<file path="src/rtl/exc_ctrl.sv">
// Exception control unit for the single-cycle LEGv8 core: latches ELR/ESR, redirects the PC to
// the exception vector or back to ELR, and owns the external-interrupt pending latch.
module exc_ctrl #(
  parameter int unsigned    N      = 64,
  parameter logic [N-1:0]   VECTOR = {{(N-8){1'b0}}, 8'hD8}
) (
  input  logic             clk,
  input  logic             reset,
  input  logic             irq_req,
  input  logic             instr_valid,
  input  logic [N-1:0]     pc_cur,
  input  logic             Exc,
  input  logic [3:0]       EStatus,
  input  logic             ERet,
  input  logic             NotAnInstr,
  input  logic [1:0]       sysreg_sel,
  output logic             ExtIRQ,
  output logic             redirect,
  output logic [N-1:0]     redirect_pc,
  output logic             flush,
  output logic             irq_ack,
  output logic             in_handler,
  output logic             halted,
  output logic [N-1:0]     sysreg_rdata
);

  typedef enum logic [2:0] {
    StIdle    = 3'd0,
    StTake    = 3'd1,
    StHandler = 3'd2,
    StReturn  = 3'd3,
    StHalt    = 3'd4
  } state_e;

  state_e       state_q;
  logic [N-1:0] elr_q;
  logic [3:0]   esr_q;
  logic [7:0]   count_q;
  logic         irq_pending_q;
  logic         take_irq;

  assign take_irq = (state_q == StIdle) && instr_valid && Exc && (EStatus == 4'b0001);

  always_ff @(posedge clk) begin
    if (!reset) begin
      state_q       <= StIdle;
      elr_q         <= '0;
      esr_q         <= '0;
      count_q       <= '0;
      irq_pending_q <= 1'b0;
      redirect      <= 1'b0;
      redirect_pc   <= '0;
      irq_ack       <= 1'b0;
      in_handler    <= 1'b0;
      halted        <= 1'b0;
    end else begin
      // Pulse outputs default low; in_handler/halted hold until a transition changes them.
      redirect    <= 1'b0;
      redirect_pc <= '0;
      irq_ack     <= 1'b0;
      // A fresh request wins over the clear so a re-raise stays pending.
      irq_pending_q <= irq_req | (irq_pending_q & ~take_irq);
      unique case (state_q)
        StIdle: begin
          if (instr_valid && Exc) begin
            state_q     <= StTake;
            elr_q       <= pc_cur;
            esr_q       <= EStatus;
            if (count_q != 8'hFF) count_q <= count_q + 8'd1;
            redirect    <= 1'b1;
            redirect_pc <= VECTOR;
            irq_ack     <= (EStatus == 4'b0001);
            in_handler  <= 1'b1;
          end
        end
        StTake: state_q <= StHandler;
        StHandler: begin
          if (instr_valid && NotAnInstr) begin
            state_q    <= StHalt;
            in_handler <= 1'b0;
            halted     <= 1'b1;
          end else if (instr_valid && ERet) begin
            state_q     <= StReturn;
            in_handler  <= 1'b0;
            redirect    <= 1'b1;
            redirect_pc <= elr_q;
          end
        end
        StReturn: state_q <= StIdle;
        StHalt:   state_q <= StHalt;
        default:  state_q <= StHalt;
      endcase
    end
  end

  assign flush  = redirect;
  assign ExtIRQ = irq_pending_q && (state_q == StIdle);

  // Halted core drives every output except halted to zero, MRS data included.
  always_comb begin
    sysreg_rdata = '0;
    if (state_q != StHalt) begin
      unique case (sysreg_sel)
        2'b00:   sysreg_rdata = elr_q;
        2'b01:   sysreg_rdata = {{(N-4){1'b0}}, esr_q};
        2'b10:   sysreg_rdata = {{(N-11){1'b0}}, state_q, count_q};
        default: sysreg_rdata = '0;
      endcase
    end
  end

endmodule

</file>
<file path="config.mk">
export PLATFORM = sky130hd
export DESIGN_NAME = exc_ctrl
export DESIGN_NICKNAME = d
export VERILOG_FILES = /design/src/rtl/exc_ctrl.sv
export SDC_FILE = /design/constraint.sdc
export NUM_CORES = 1
export LEC_CHECK = 0
export ABC_AREA = 1
export CORE_MARGIN = 2
export CORE_UTILIZATION = 44
export DETAILED_ROUTE_END_ITERATION = 10
export MAX_ROUTING_LAYER = met4
export PLACE_DENSITY_LB_ADDON = 0.3
export SYNTH_ARGS = -nofsm -noshare
export SYNTH_HDL_FRONTEND = slang
export SYNTH_SLANG_ARGS = --single-unit
export TNS_END_PERCENT = 100
</file>
<file path="constraint.sdc">
create_clock -name clk -period 1.6 [get_ports clk]
set_input_delay 0.4 -clock clk [delete_from_list [all_inputs] [get_ports clk]]
set_output_delay 0.4 -clock clk [all_outputs]
set_load 0.05 [all_outputs]
</file>
==> metrics.txt <==
# TYPE chip_impl_metric gauge
chip_impl_info{name="run_status",value="finished, violations left"} 1
chip_impl_info{name="failed_checks",value="negative setup slack"} 1
chip_impl_metric{name="globalRouteOverflowTotal",unit=""} 0
chip_impl_metric{name="timing.final.crit_share",unit=""} 1.26
chip_impl_metric{name="design.final.nets",unit=""} 984
chip_impl_info{name="critical_path.cell_chain",value="nor3_4, buf_12, buf_4, nor3_4, buf_12"} 1
chip_impl_info{name="timing.critical_path.max_delay_family",value="buffers and inverters"} 1
chip_impl_metric{name="grt_util_all_layers",unit=""} 0.297
chip_impl_metric{name="grt_pass1_wl",unit="mm"} 31.7
chip_impl_metric{name="numCtsBuffers",unit=""} 17
chip_impl_metric{name="finalSetupViolations",unit=""} 141
chip_impl_metric{name="period_minus_slack",unit="ns"} 2.02
chip_impl_info{name="cts_tree",value="built"} 1
chip_impl_info{name="crit_slowest_cell",value="dfxtp_2"} 1
chip_impl_info{name="hold_path.class",value="in2reg"} 1
chip_impl_metric{name="die_w",unit="um"} 118
chip_impl_metric{name="clock.fmax",unit="MHz"} 496
chip_impl_info{name="rsz0062_at_grt",value="true"} 1
chip_impl_metric{name="drt_pre_antenna_iters",unit=""} 4
chip_impl_metric{name="peak_supply_drop",unit="uV"} 657
chip_impl_metric{name="first_global_vias",unit=""} 5923
chip_impl_metric{name="final_cell_count_no_fill",unit=""} 1090
chip_impl_metric{name="yosysSeqAreaShare",unit=""} 0.516
chip_impl_metric{name="die_h",unit="um"} 118
chip_impl_metric{name="synth.cell_area",unit="um2"} 5750
chip_impl_info{name="startpoint_class_of_the_critical_path",value="flip-flop"} 1
chip_impl_metric{name="multiInputGateArea",unit="um2"} 3360
chip_impl_metric{name="timing.final.max_slew_violations",unit=""} 0
chip_impl_metric{name="die-area",unit="um2"} 14000
chip_impl_metric{name="clk_latency",unit="ns"} 0.43
chip_impl_info{name="critPathCaptureType",value="output pin"} 1
chip_impl_metric{name="cap_viol_max_count",unit=""} 0
chip_impl_metric{name="route.antenna.remaining_nets",unit=""} 0
chip_impl_metric{name="synth.distinct_cells",unit=""} 30
chip_impl_metric{name="final_hold_viol_count",unit=""} 0
chip_impl_metric{name="synth_nets",unit=""} 738
chip_impl_metric{name="floorplan.initialDensity",unit=""} 0.454
chip_impl_metric{name="number_of_remaining_drc_errors",unit=""} 0
chip_impl_metric{name="drive_gt1_frac",unit=""} 0.527
chip_impl_metric{name="ys_ff_latch",unit=""} 148
chip_impl_metric{name="floorplan.rows",unit=""} 41
chip_impl_metric{name="flow.area_growth_from_synthesis",unit="%"} 98.8
chip_impl_metric{name="post_route_cell_area",unit="um2"} 11400
chip_impl_metric{name="p_leak",unit="nW"} 4.22
chip_impl_metric{name="num_io_pins",unit=""} 211
chip_impl_metric{name="grt_antenna_before_repair",unit=""} 0
chip_impl_metric{name="wire_per_inst",unit="um"} 23.1
chip_impl_metric{name="cts.sink_count",unit=""} 148
chip_impl_metric{name="setup_tns",unit="ns"} -34.41
chip_impl_metric{name="clock_tree.htree_level_count",unit=""} 4
chip_impl_metric{name="clock_tree.buffer_depth",unit=""} 2
chip_impl_metric{name="rr_worst_depth",unit=""} 10
chip_impl_metric{name="place_congestion",unit=""} 0.917
chip_impl_metric{name="drtIter0Drc",unit=""} 573
chip_impl_metric{name="maximum_number_of_pins_on_one_net_before_global_route_repair",unit=""} 67
chip_impl_metric{name="synth_cells",unit=""} 660
chip_impl_metric{name="cp.arrival",unit="ns"} 1.62
chip_impl_metric{name="crit_buf_inv",unit=""} 3
chip_impl_metric{name="seq_area",unit="um2"} 2970
chip_impl_metric{name="via_count",unit=""} 6114
chip_impl_metric{name="path_max_fanout",unit=""} 10
chip_impl_info{name="crit_type",value="reg2out"} 1
chip_impl_metric{name="fin_worst_skew",unit="ns"} 0.00889
chip_impl_metric{name="synth.yosys.warnings",unit=""} 0
chip_impl_metric{name="synth.avg_cell_area",unit="um2"} 8.71
chip_impl_metric{name="clk_pin_slew",unit="ns"} 0.06
chip_impl_metric{name="drt_wl_total",unit="mm"} 25.2
chip_impl_metric{name="crit_required",unit="ns"} 1.20
chip_impl_metric{name="finalWorstSetupSlack",unit="ns"} -0.417
chip_impl_metric{name="post_dp_cell_area",unit="um2"} 9820
chip_impl_metric{name="numPlacedInstances",unit=""} 1031
chip_impl_metric{name="design.core.area",unit="um2"} 12700
chip_impl_metric{name="dp.final_hpwl",unit="mm"} 13.6
chip_impl_info{name="cts-root-buf",value="clkbuf_16"} 1
chip_impl_metric{name="worst_path_largest_cell_delay",unit="ns"} 0.34
chip_impl_metric{name="tightest_slew",unit="ns"} 0.617
chip_impl_metric{name="fillCellCount",unit=""} 482
chip_impl_metric{name="place.port_buffers",unit=""} 210
chip_impl_metric{name="critical_path_stages",unit=""} 5
chip_impl_metric{name="slew-limit-headroom",unit=""} 0.589
chip_impl_metric{name="n_antenna_cell",unit=""} 0
chip_impl_metric{name="timing.hold.worst_path_depth",unit=""} 3
chip_impl_metric{name="detail_route.vias_per_cell",unit=""} 5.61
chip_impl_metric{name="power_per_cell_area",unit="nW/um2"} 846
[sequential cells by signal, indices dropped and copies added (netlist names)]
signal,count
elr_q,64
redirect_pc,64
count_q,8
esr_q,4
state_q,3
flush,1
halted,1
in_handler,1
irq_ack,1
irq_pending_q,1
[cells in the mapped netlist, drive strengths merged]
library cell	instances	area (um2)
o21ai	76	380
nor3	117	891
o22ai	1	6.26
o221ai	3	26.3
ha	1	12.5
clkbuf	23	86.3
inv	95	357
o21a	1	7.51
nor2	32	143
or2	3	18.8
xor2	2	17.5
dfxtp	148	2960
nand4	3	40.0
buf	24	154
a21oi	74	408
clkinv	1	3.75
nand2	46	183
nand3	10	50.1
[timing repair]
item / CTS / global route
buffers inserted: 4 / 9
cloned: 2 / 14
pin swaps: 11 / 9
endpoints found under the setup margin: 65 / 166
resized for setup: 74 / 138
hold buffers: 0 / 0
[cell families (layout without fill, tap and decap cells)]
kind of cell / count (synthesis) / count (layout) / synth area share
simple gates: 211 / 211 / 0.231
compound gates: 155 / 155 / 0.144
flops: 148 / 148 / 0.516
buf+inv: 143 / 401 / 0.105
xor+xnor: 2 / 2 / 0.00305
fa+ha+maj: 1 / 1 / 0.00218
[stage by stage]
step                utilization  worst slack, ns  power [mW]  hold WS, ns
floorplan                     -           -0.222        4.84        0.429
global placement          0.775           -0.580        5.41        0.443
detailed placement        0.775           -0.636        5.47        0.454
CTS                       0.836           -0.418        9.21        0.304
global route              0.902           -0.450        9.91        0.350
finish                    0.902           -0.417        9.66        0.348
[cell type report]
cell class / instances / share of cell area
Clock buffer: 24 / 0.0448
Clock inverter: 7 / 0.00405
Inverter: 96 / 0.0335
Multi-Input combinational cell: 369 / 0.294
Sequential cell: 148 / 0.260
Tap cell: 172 / 0.0188
Timing Repair Buffer: 274 / 0.345
[placed cells by master (no fill, tap or decap), types with 7 or more instances in the layout]
| cell | count |
|---|---|
| buf_12 | 109 |
| nor2_1 | 24 |
| buf_6 | 29 |
| buf_4 | 48 |
| inv_1 | 83 |
| clkinvlp_4 | 7 |
| nand2_1 | 35 |
| nor3_2 | 62 |
| a21oi_2 | 22 |
| nand2_2 | 7 |
| o21ai_4 | 13 |
| o21ai_1 | 10 |
| clkbuf_16 | 24 |
| nand3_1 | 8 |
| nor3_4 | 52 |
| a21oi_4 | 11 |
| a21oi_1 | 41 |
| o21ai_2 | 51 |
| dfxtp_1 | 145 |
| clkdlybuf4s50_1 | 73 |
[final timing paths]
kind,to,slack (ns),start
worst max-delay path,sysreg_rdata[17],-0.42,state_q[0]$_SDFFE_PN0P_
worst min-delay path,state_q[2]$_SDFFE_PN0P_,0.35,reset
worst max register to register,elr_q[31]$_SDFFE_PN0P_,-0.25,state_q[2]$_SDFFE_PN0P_
worst min register to register,redirect_pc[10]$_SDFF_PN0_,0.49,elr_q[10]$_SDFFE_PN0P_
[report_power, final]
part	switching (mW)	internal, mW	total (mW)
combinational	1.16	0.807	1.97
sequential	0.0698	3.84	3.91
clock	1.57	2.21	3.79
[tightest hold or removal path, cell delays in order]
cell and delay [ns]:
buf_2 0.17, o21ai_0 0.12, inv_1 0.04
[metal layers]
layer,vias to the layer above,share of wire,GRT usage
met2,341,0.54,0.516
met1,3023,0.35,0.325
met3,82,0.071,0.0685
li1,2668,-,-
met5,-,0,-
met4,0,0.038,0.130
No activity file was read; power rests on OpenSTA's default activity.
